### src/rtl/alu_pkg.sv
// Shared definitions for the MIPS execute-stage ALU: operation codes,
// FSM state encoding and iteration constants.
package alu_pkg;

    localparam int unsigned XLEN       = 32;
    localparam int unsigned ITER_COUNT = 32;

    // Counter values: the last iteration step and the "engine idle" value.
    localparam logic [5:0] ITER_LAST = 6'(ITER_COUNT - 1);
    localparam logic [5:0] ITER_DONE = 6'(ITER_COUNT);

    // alu_control codes produced by the ALU control decoder.
    localparam logic [4:0] ALU_ADD    = 5'd0;
    localparam logic [4:0] ALU_SUB    = 5'd1;
    localparam logic [4:0] ALU_AND    = 5'd2;
    localparam logic [4:0] ALU_OR     = 5'd3;
    localparam logic [4:0] ALU_NOR    = 5'd4;
    localparam logic [4:0] ALU_XOR    = 5'd5;
    localparam logic [4:0] ALU_SLL    = 5'd6;
    localparam logic [4:0] ALU_SRL    = 5'd7;
    localparam logic [4:0] ALU_SRA    = 5'd8;
    localparam logic [4:0] ALU_SLT    = 5'd9;
    localparam logic [4:0] ALU_MULT   = 5'd10;
    localparam logic [4:0] ALU_DIV    = 5'd11;
    localparam logic [4:0] ALU_PASSA  = 5'd12;
    localparam logic [4:0] ALU_LEZ    = 5'd13;
    localparam logic [4:0] ALU_GTZ    = 5'd14;
    localparam logic [4:0] ALU_GEZ    = 5'd15;
    localparam logic [4:0] ALU_RSV16  = 5'd16;  // unused code, passes a through
    localparam logic [4:0] ALU_LUI    = 5'd17;
    localparam logic [4:0] ALU_CMP18  = 5'd18;  // branch compare, subtract
    localparam logic [4:0] ALU_CMP19  = 5'd19;  // branch compare, subtract

    typedef enum logic [1:0] {
        ST_IDLE = 2'd0,
        ST_ITER = 2'd1,
        ST_FIX  = 2'd2
    } alu_state_e;

    function automatic logic is_muldiv(input logic [4:0] code);
        return (code == ALU_MULT) || (code == ALU_DIV);
    endfunction

    // Codes whose zero flag is bit 0 of the result instead of result==0.
    function automatic logic zero_from_bit0(input logic [4:0] code);
        return (code == ALU_SLT) || (code == ALU_LEZ) ||
               (code == ALU_GTZ) || (code == ALU_GEZ);
    endfunction

endpackage

### src/rtl/alu_muldiv_iter.sv
// Iterative signed multiply / divide engine. Works on operand magnitudes,
// one bit per cycle for ITER_COUNT cycles, and presents sign-corrected
// hi/lo combinationally once the iterations are finished.
module alu_muldiv_iter
    import alu_pkg::*;
(
    input  logic            clk,
    input  logic            reset,
    input  logic            start_i,
    input  logic            op_div_i,
    input  logic [XLEN-1:0] a_i,
    input  logic [XLEN-1:0] b_i,
    output logic            done_o,
    output logic [XLEN-1:0] hi_o,
    output logic [XLEN-1:0] lo_o
);

    // Counter sits at ITER_DONE when no iteration is pending.
    logic [5:0]      cnt_q;
    logic [XLEN-1:0] acc_hi_q, acc_hi_d;   // partial product high / remainder
    logic [XLEN-1:0] acc_lo_q, acc_lo_d;   // multiplier shifting out / quotient shifting in
    logic [XLEN-1:0] mag_b_q;              // |b|: multiplicand or divisor
    logic [XLEN-1:0] a_q;                  // original dividend for divide-by-zero
    logic            op_div_q;
    logic            neg_q;                // sign of product / quotient
    logic            sign_a_q;             // sign of remainder
    logic            b_zero_q;

    logic [XLEN:0]   sum;
    logic [XLEN:0]   shifted;
    logic [XLEN:0]   trial;
    logic [2*XLEN-1:0] prod;
    logic [2*XLEN-1:0] prod_signed;

    function automatic logic [XLEN-1:0] mag(input logic [XLEN-1:0] x);
        return x[XLEN-1] ? (~x + 1'b1) : x;
    endfunction

    // One iteration step: shift-add multiply or restoring divide.
    always_comb begin
        sum      = {1'b0, acc_hi_q} + {1'b0, (acc_lo_q[0] ? mag_b_q : '0)};
        shifted  = {acc_hi_q, acc_lo_q[XLEN-1]};
        trial    = shifted - {1'b0, mag_b_q};
        acc_hi_d = acc_hi_q;
        acc_lo_d = acc_lo_q;
        if (op_div_q) begin
            if (!trial[XLEN]) begin
                acc_hi_d = trial[XLEN-1:0];
                acc_lo_d = {acc_lo_q[XLEN-2:0], 1'b1};
            end else begin
                acc_hi_d = shifted[XLEN-1:0];
                acc_lo_d = {acc_lo_q[XLEN-2:0], 1'b0};
            end
        end else begin
            acc_hi_d = sum[XLEN:1];
            acc_lo_d = {sum[0], acc_lo_q[XLEN-1:1]};
        end
    end

    // Load magnitudes on start, otherwise step until the count is exhausted.
    always_ff @(posedge clk) begin
        if (reset) begin
            cnt_q    <= ITER_DONE;
            acc_hi_q <= '0;
            acc_lo_q <= '0;
            mag_b_q  <= '0;
            a_q      <= '0;
            op_div_q <= 1'b0;
            neg_q    <= 1'b0;
            sign_a_q <= 1'b0;
            b_zero_q <= 1'b0;
        end else if (start_i) begin
            cnt_q    <= '0;
            acc_hi_q <= '0;
            acc_lo_q <= mag(a_i);
            mag_b_q  <= mag(b_i);
            a_q      <= a_i;
            op_div_q <= op_div_i;
            neg_q    <= a_i[XLEN-1] ^ b_i[XLEN-1];
            sign_a_q <= a_i[XLEN-1];
            b_zero_q <= (b_i == '0);
        end else if (cnt_q != ITER_DONE) begin
            acc_hi_q <= acc_hi_d;
            acc_lo_q <= acc_lo_d;
            cnt_q    <= cnt_q + 6'd1;
        end
    end

    // The final iteration happens at the coming edge.
    assign done_o = (cnt_q == ITER_LAST);

    // Sign fix-up of the finished magnitudes.
    always_comb begin
        prod        = {acc_hi_q, acc_lo_q};
        prod_signed = neg_q ? (~prod + 1'b1) : prod;
        hi_o        = prod_signed[2*XLEN-1:XLEN];
        lo_o        = prod_signed[XLEN-1:0];
        if (op_div_q) begin
            if (b_zero_q) begin
                lo_o = '1;
                hi_o = a_q;
            end else begin
                lo_o = neg_q    ? (~acc_lo_q + 1'b1) : acc_lo_q;
                hi_o = sign_a_q ? (~acc_hi_q + 1'b1) : acc_hi_q;
            end
        end
    end

endmodule

### src/rtl/mips_alu.sv
// MIPS execute-stage ALU: single-cycle logic/arith/shift/compare datapath,
// registered result and zero flag, and a three-state FSM sequencing the
// iterative MULT/DIV engine that owns the HI/LO results.
//
// Handshake: a request is accepted on a rising edge where in_valid and
// in_ready are both high; requests while in_ready is low are dropped.
// out_valid is a one-cycle pulse per completed operation, with result and
// zero valid in that cycle and held afterwards.
module mips_alu
    import alu_pkg::*;
#(
    parameter int WIDTH = 32
) (
    input  logic             clk,
    input  logic             reset,
    input  logic             in_valid,
    output logic             in_ready,
    input  logic [4:0]       alu_control,
    input  logic [WIDTH-1:0] a,
    input  logic [WIDTH-1:0] b,
    output logic             out_valid,
    output logic [WIDTH-1:0] result,
    output logic             zero,
    output logic [WIDTH-1:0] hi,
    output logic [WIDTH-1:0] lo,
    output logic             busy,
    output alu_state_e       dbg_state
);

    alu_state_e       state_q;
    logic [WIDTH-1:0] result_q;
    logic             zero_q;
    logic             out_valid_q;
    logic [WIDTH-1:0] hi_q;
    logic [WIDTH-1:0] lo_q;

    logic [WIDTH-1:0] alu_res_d;
    logic             alu_zero_d;
    logic [4:0]       shamt;
    logic             accept;
    logic             start;
    logic             eng_done;
    logic [WIDTH-1:0] eng_hi;
    logic [WIDTH-1:0] eng_lo;

    assign in_ready = (state_q == ST_IDLE);
    assign busy     = (state_q != ST_IDLE);
    assign accept   = in_valid && in_ready;
    assign start    = accept && is_muldiv(alu_control);
    assign shamt    = a[4:0];

    // Single-cycle datapath and its zero flag.
    always_comb begin
        alu_res_d = a;
        case (alu_control)
            ALU_ADD:                        alu_res_d = a + b;
            ALU_SUB, ALU_CMP18, ALU_CMP19:  alu_res_d = a - b;
            ALU_AND:                        alu_res_d = a & b;
            ALU_OR:                         alu_res_d = a | b;
            ALU_NOR:                        alu_res_d = ~(a | b);
            ALU_XOR:                        alu_res_d = a ^ b;
            ALU_SLL:                        alu_res_d = b << shamt;
            ALU_SRL:                        alu_res_d = b >> shamt;
            ALU_SRA:                        alu_res_d = $signed(b) >>> shamt;
            ALU_SLT:   alu_res_d = {{(WIDTH-1){1'b0}}, ($signed(a) < $signed(b))};
            ALU_PASSA:                      alu_res_d = a;
            ALU_LEZ:   alu_res_d = {{(WIDTH-1){1'b0}}, (a[WIDTH-1] || (a == '0))};
            ALU_GTZ:   alu_res_d = {{(WIDTH-1){1'b0}}, (!a[WIDTH-1] && (a != '0))};
            ALU_GEZ:   alu_res_d = {{(WIDTH-1){1'b0}}, !a[WIDTH-1]};
            ALU_LUI:                        alu_res_d = {b[WIDTH-17:0], 16'h0000};
            default:                        alu_res_d = a;
        endcase
        alu_zero_d = zero_from_bit0(alu_control) ? alu_res_d[0] : (alu_res_d == '0);
    end

    alu_muldiv_iter u_muldiv (
        .clk      (clk),
        .reset    (reset),
        .start_i  (start),
        .op_div_i (alu_control == ALU_DIV),
        .a_i      (a),
        .b_i      (b),
        .done_o   (eng_done),
        .hi_o     (eng_hi),
        .lo_o     (eng_lo)
    );

    // Control FSM with registered result, zero, out_valid and HI/LO.
    always_ff @(posedge clk) begin
        if (reset) begin
            state_q     <= ST_IDLE;
            result_q    <= '0;
            zero_q      <= 1'b0;
            out_valid_q <= 1'b0;
            hi_q        <= '0;
            lo_q        <= '0;
        end else begin
            out_valid_q <= 1'b0;
            case (state_q)
                ST_IDLE: begin
                    if (start) begin
                        state_q <= ST_ITER;
                    end else if (accept) begin
                        result_q    <= alu_res_d;
                        zero_q      <= alu_zero_d;
                        out_valid_q <= 1'b1;
                    end
                end
                ST_ITER: begin
                    if (eng_done) begin
                        state_q <= ST_FIX;
                    end
                end
                ST_FIX: begin
                    hi_q        <= eng_hi;
                    lo_q        <= eng_lo;
                    result_q    <= eng_lo;
                    zero_q      <= (eng_lo == '0);
                    out_valid_q <= 1'b1;
                    state_q     <= ST_IDLE;
                end
                default: state_q <= ST_IDLE;
            endcase
        end
    end

    assign out_valid = out_valid_q;
    assign result    = result_q;
    assign zero      = zero_q;
    assign hi        = hi_q;
    assign lo        = lo_q;
    assign dbg_state = state_q;

endmodule

### config.mk
export PLATFORM = sky130hd
export DESIGN_NAME = mips_alu
export DESIGN_NICKNAME = d
export VERILOG_FILES = /design/src/rtl/alu_pkg.sv /design/src/rtl/alu_muldiv_iter.sv /design/src/rtl/mips_alu.sv
export SDC_FILE = /design/constraint.sdc
export NUM_CORES = 1
export LEC_CHECK = 0
export CAP_MARGIN = 20
export CORE_MARGIN = 4
export CORE_UTILIZATION = 35
export CTS_CLUSTER_SIZE = 25
export DETAILED_ROUTE_END_ITERATION = 16
export SYNTH_ARGS = -nofsm -noshare
export SYNTH_HDL_FRONTEND = slang
export SYNTH_SLANG_ARGS = --single-unit
### constraint.sdc
create_clock -name clk -period 6 [get_ports clk]
set_clock_uncertainty 0.1 [all_clocks]
set_input_delay 0.9 -clock clk [delete_from_list [all_inputs] [get_ports clk]]
set_output_delay 0.9 -clock clk [all_outputs]
set_load 0.01 [all_outputs]
* Word level (Yosys, flattened, before mapping) *
Index checks and enable logic that the tools add are counted.

word-level totals
  register bits = 238
  input bits = 72
  output and inout bits = 102
  word-level logic and storage cells = 120

cells by class
  $add $sub $neg = 10
  order comparisons = 1
  equality and inequality tests = 25
  shift operators = 3
  mux-type cells = 32
  bitwise operators = 10
  reductions and logical operators = 23

operator list
  operator               count
  $mux 32                16
  $pmux 32 s14           1
  $not 32->32            5
  $add 32x1->32 const B  4
  $logic_not 32->1       4
  $add 64x1->64 const B  1
  $mux 64                1
  $not 64->64            1
  $pmux 32 s2            1
  $eq 5x4->1 const B     7
  $add 32x32->33         1
  $sub 33x32->33         1
  $add 32x32->32         1
  $and 32x32->32         1
  $lt 32x32->1           1
  $or 32x32->32          1
  $reduce_bool 32->1     1
  $shl 32x5->32          1
  $shr 32x5->32          1
  $sshr 32x5->32         1
  $sub 32x32->32         1
  $xor 32x32->32         1
  $eq 5x3->1 const B     4
  $eq 5x5->1 const B     3
  other kinds (25)       44

* Logic depth before layout (Yosys ltp) *
Gate-level depths: netlist of the first run.

  depth after elaboration = 8
  depth in mapped cells = 20
  depth with buffers taken out = 16

* By module *
Synthesis of the first run repeated with hierarchy kept, for this count alone.

second synthesis, totals
  cell total of the unflattened synthesis = 3918
  area, all modules = 28117.0 um2

by module, submodules not included
  module           times used  cells each  area each (um2)
  mips_alu         1           2077        14715.4
  alu_muldiv_iter  1           1841        13401.6

* Worst setup path before layout of the first run *
Ideal clock, no wire load.

  path type = input to register
  from = input port a[0]
  to = register zero_q (netlist: zero)
  arrival time = 5466 ps
  required time = 5831 ps
  slack = 365 ps
  stages on the path = 20
  buffers on the path = 4
  cells stage by stage = buf_2 -> inv_1 -> buf_1 -> clkbuf_1 -> buf_1 -> ha_1 -> inv_1 -> fa_1 -> nor2b_1 -> o311a_1 -> o21ai_1 -> o21ai_0 -> a2bb2oi_1 -> o21ai_1 -> a21boi_0 -> xnor2_1 -> a221oi_1 -> o22ai_1 -> or3_1 -> o21ai_1

between the ends
  longest elaborated chain between the ends = 8
  elaborated cells on any way between the ends = 20

ends and longest elaborated chain
  item                                                                    RTL line         RTL
  start: declaration                                                      mips_alu.sv:19   input logic [WIDTH-1:0] a,
  parallel branches: the longest is 2 deep, another holds $sub 32x32->32  n/a
  $pmux 32 s14 (*)                                                        mips_alu.sv:55   case (alu_control)
  $logic_not 32->1                                                        mips_alu.sv:73   alu_zero_d = zero_from_bit0(alu_control) ? alu_res_d[0] : (alu_res_d == '0);
  $mux 1 (*)                                                              mips_alu.sv:73
  $mux 1 (*)                                                              mips_alu.sv:103  end else if (accept) begin
  $mux 1 (*)                                                              mips_alu.sv:101  if (start) begin
  $pmux 1 s2 (*)                                                          mips_alu.sv:99   case (state_q)
  end signal: assignment                                                  mips_alu.sv:105  zero_q <= alu_zero_d;
  end signal: assignment                                                  mips_alu.sv:118  zero_q <= (eng_lo == '0);
  end: declaration                                                        mips_alu.sv:32   logic zero_q;

Mark *: on every way between the ends. The select of a mux whose other input is x is not followed.
A chain may end at the register's enable or synchronous reset.

* Final worst setup path of the first run *
  from = input port b[21]
  to = register zero_q (netlist: zero)

between the ends
  longest elaborated chain between the ends = 8
  elaborated cells on any way between the ends = 16

ends and longest elaborated chain
  item                                                                    RTL line         RTL
  start: declaration                                                      mips_alu.sv:20   input logic [WIDTH-1:0] b,
  parallel branches: the longest is 2 deep, another holds $sub 32x32->32  n/a
  $pmux 32 s14 (*)                                                        mips_alu.sv:55
  $logic_not 32->1                                                        mips_alu.sv:73
  $mux 1 (*)                                                              mips_alu.sv:73
  $mux 1 (*)                                                              mips_alu.sv:103
  $mux 1 (*)                                                              mips_alu.sv:101
  $pmux 1 s2 (*)                                                          mips_alu.sv:99

Marks and branches as above.

==> impl_metrics.tcl, run 1 <==
set metrics [dict create \
    synth_seq_cells 237 \
    setup_viol 0 \
    synth_cell_types 92 \
    critical_path_arrival_ns 5.64 \
    multi_input_area_um2 20900 \
    finalCritPeriodShare 0.871 \
    crit_path_end_kind "flop" \
    netSwitchingPower_mw 3.72 \
    clk_pin_slew_ns 0.06 \
    synth_top_family_by_area "compound AO/OA/AOI/OAI gates" \
    drt-initial-drc-count 4068 \
    dieArea_um2 82600 \
    drc 0 \
    syn_avg_cell_area_um2 7.23 \
    path_class "in2reg" \
    cts_buffer_depth 3 \
    port_buffers 173 \
    viasPerCell 6.32 \
    power.density_nw_per_um2 256 \
    first_global_vias 28846 \
    area_growth_pct 16.2 \
    drive_gt1_frac 0.106 \
    p_comb_frac 0.559 \
    crit_slowest_cell "clkdlybuf4s50_1" \
    synth_area_um2 27300 \
    grt_use_total 0.318 \
    grt_max_degree 150 \
    fill_cells 8245 \
    synth_compound_area_frac 0.296 \
    utilization 0.410 \
    die_y_um 287 \
    drt-total-wl_um 138000 \
    htreeDepth 1 \
    pwr-share-clk 0.214 \
    cts_hold_buf 0 \
    layout.area.seq_um2 4750 \
    wl_per_cell_um 27.9 \
    num_io_pins 174 \
    slew_headroom 0.274 \
    start_util 0.353 \
    cts_setup_buffers 0 \
    cts_buffers 29 \
    clock-sinks 237 \
    place_hpwl_um 107000 \
    status "finished clean" \
    grt_pass1_wl_um 198000 \
    intPower_mw 4.40 \
    crit_path_cell_trace "clkdlybuf4s50_1 -> mux2i_1 -> o32ai_1 -> o32ai_1 -> o2111ai_1 -> a2111oi_0 -> buf_4 -> o211a_1 -> a211oi_1 -> a2111oi_0 -> buf_4 -> nand4_1 -> and4b_1 -> o2111ai_1 -> o21ai_1" \
    synth_warnings 0 \
    cts_tree "yes" \
    fmax_mhz 191 \
    synth-adder-area-share 0.0821 \
    grt_overflow 0 \
    antenna_found_initial 7 \
    synth-edff-count 0 \
    coreArea_um2 77500 \
    whs_ns 0.351 \
    slew_violations 0 \
    nets 4130 \
    peakVddDrop_v 0.000346 \
    power_leakage_nw 12.0 \
    rows 102 \
    power_mw 8.12 \
    final.setup.tns_ns 0 \
    synth-seq-area-share 0.174 \
    synth-simple-area-share 0.212 \
    cts_root_buffer "clkbuf_16" \
    first_pass_iters 8 \
    die_w_um 287 \
    start_kind "input port" \
    critPathMaxStageDelay_ns 0.81 \
    layout_min_cycle_time_ns 5.23 \
    worstPathRequired_ns 6.41 \
    p_sw_frac 0.458 \
    ys_async_sr_fraction 0 \
    share_seq_of_total_power 0.227 \
    cp_max_fo 15 \
    syn_nets 4028 \
    post_cts_resized 0 \
    yosys-mux-area-fraction 0.111 \
    place.gp.congestion 1.07 \
    rsz0062_at_grt "false" \
    synthCells 3779 \
    synthFlopType "dfxtp_1" \
    synth-xor-area-share 0.0615 \
    num_vias 31260 \
    drtAntennaViolNets 0 \
    maxCapViolCount 0 \
    hold_viol_final 0 \
    clock_latency_ns 0.60 \
    worstMarginPinSlew_ns 1.09 \
    hold_path_class "reg2reg" \
]
-- registers in the layout, indices dropped and copies added (netlist names), 2 cells and up --
| register | flops |
|---|---|
| u_muldiv.cnt_q | 6 |
| u_muldiv.a_q | 31 |
| u_muldiv.acc_lo_q | 32 |
| lo | 32 |
| dbg_state | 2 |
| u_muldiv.acc_hi_q | 32 |
| result | 32 |
| hi | 32 |
| u_muldiv.mag_b_q | 32 |
-- area by class of cell --
type | instances | share of cell area
Multi-Input combinational cell | 3078 | 0.657
Sequential cell | 237 | 0.150
Timing Repair Buffer | 387 | 0.106
Tap cell | 1040 | 0.0410
Clock buffer | 37 | 0.0251
Inverter | 148 | 0.0175
Clock inverter | 15 | 0.00429
Antenna cell | 2 | 0.000158
-- power groups by stage --
stage / combinational [mW] / sequential (mW) / clock (mW)
floorplan: 3.10 / 1.79 / 0
finish: 4.54 / 1.84 / 1.74
detailed placement: 4.42 / 1.87 / 0
global route: 4.89 / 1.86 / 1.81
global placement: 4.43 / 1.87 / 0
CTS: 4.45 / 1.84 / 1.76
-- worst paths after layout --
| path | startpoint | slack (ns) | to | cells after the start |
|---|---|---|---|---|
| worst max register to register | u_muldiv.acc_hi_q[0]$_SDFFE_PP0P_ | 1.30 | hi[24]$_SDFFE_PP0P_ | 14 |
| worst min-delay path | hi[18]$_SDFFE_PP0P_ | 0.35 | hi[18]$_SDFFE_PP0P_ | 2 |
| worst max-delay path | b[21] | 0.77 | zero$_SDFFE_PP0P_ | 15 |
| worst min register to register | hi[18]$_SDFFE_PP0P_ | 0.35 | hi[18]$_SDFFE_PP0P_ | 2 |
-- worst max-delay path: cells and delay by family --
kind / cells / cell delay [ns]
compound gates: 9 / 2.69
buf+inv: 3 / 1.22
simple gates: 2 / 0.53
mux: 1 / 0.30
-- per-stage QoR --
stage	area (um2)	setup WS (ns)	std cells
after floorplan	27300	0.365	3779
after global placement	30800	0.192	4890
after detailed placement	30800	0.389	4890
after CTS	31800	0.930	4942
after global routing	31800	0.603	4943
final	31800	0.774	4944
-- cells by family after synthesis --
| group | after synthesis |
|---|---|
| compound gates | 1226 |
| xor+xnor | 192 |
| fa+ha+maj | 177 |
| buf+inv | 464 |
| flops | 237 |
| mux | 217 |
| simple gates | 1266 |
-- cells in the final DEF (no fill, tap or decap), drive strengths merged, types with 15 or more instances in the layout --
master         instances
nand2                406
a211oi               154
a21oi                329
o22ai                 20
xor2                  49
nor2                 422
xnor2                143
ha                   173
inv                  147
or3                   39
nand2b                35
o2111ai               20
nand3                 74
o21ai                241
dfxtp                237
nand4                 31
mux4                  65
nor2b                 36
a22oi                 25
o21a                  25
a31oi                 34
clkdlybuf4s50        166
o31ai                 43
and3                  23
buf                  221
nor3                  83
or2                   24
mux2i                122
mux2                  30
and2                  20
or4                   15
clkbuf                37
o211ai                63
nor4                  22
a21o                  41
o21bai                21
a221oi                22
-- layer usage --
| metal | routed length [um] | share of wire | GRT usage |
|---|---|---|---|
| met1 | 55000 | 0.40 | 0.413 |
| met2 | 60200 | 0.44 | 0.500 |
| met3 | 12700 | 0.092 | 0.0483 |
| met4 | 9910 | 0.072 | 0.183 |
| met5 | 0 | 0 | 0 |
-- synth_stat cells, drive strengths merged (15+ instances only) --
master | count | area (um2)
a21o | 41 | 308
mux2i | 122 | 1220
a21oi | 329 | 1650
nand2b | 35 | 219
o21a | 25 | 188
and2 | 20 | 125
inv | 144 | 541
nor4 | 22 | 144
nor3 | 83 | 415
and3 | 23 | 144
o2111ai | 20 | 175
mux4 | 65 | 1460
nand4 | 31 | 194
o21ai | 241 | 1210
o211ai | 63 | 473
buf | 69 | 289
xnor2 | 143 | 1250
o31ai | 43 | 323
or3 | 39 | 254
a221oi | 22 | 193
or4 | 15 | 116
dfxtp | 237 | 4740
nor2b | 36 | 225
o21bai | 21 | 158
mux2 | 30 | 338
xor2 | 49 | 429
o22ai | 20 | 125
nor2 | 422 | 1580
clkbuf | 247 | 927
nand3 | 74 | 370
nand2 | 406 | 1520
a22oi | 25 | 188
or2 | 24 | 150
a31oi | 34 | 213
ha | 173 | 2160
a211oi | 154 | 1160
Note: power is estimated with default switching activity, not from simulation.
==> run 2: changes to the inputs <==
--- a/config.mk
+++ b/config.mk
@@ -5,6 +5,7 @@
 export SDC_FILE = /design/constraint.sdc
 export NUM_CORES = 1
 export LEC_CHECK = 0
+export ABC_AREA = 0
 export CAP_MARGIN = 20
 export CORE_MARGIN = 4
 export CORE_UTILIZATION = 35
==> results of run 2 <==
Final layout, timing and power as in run 1 (identical DEF).
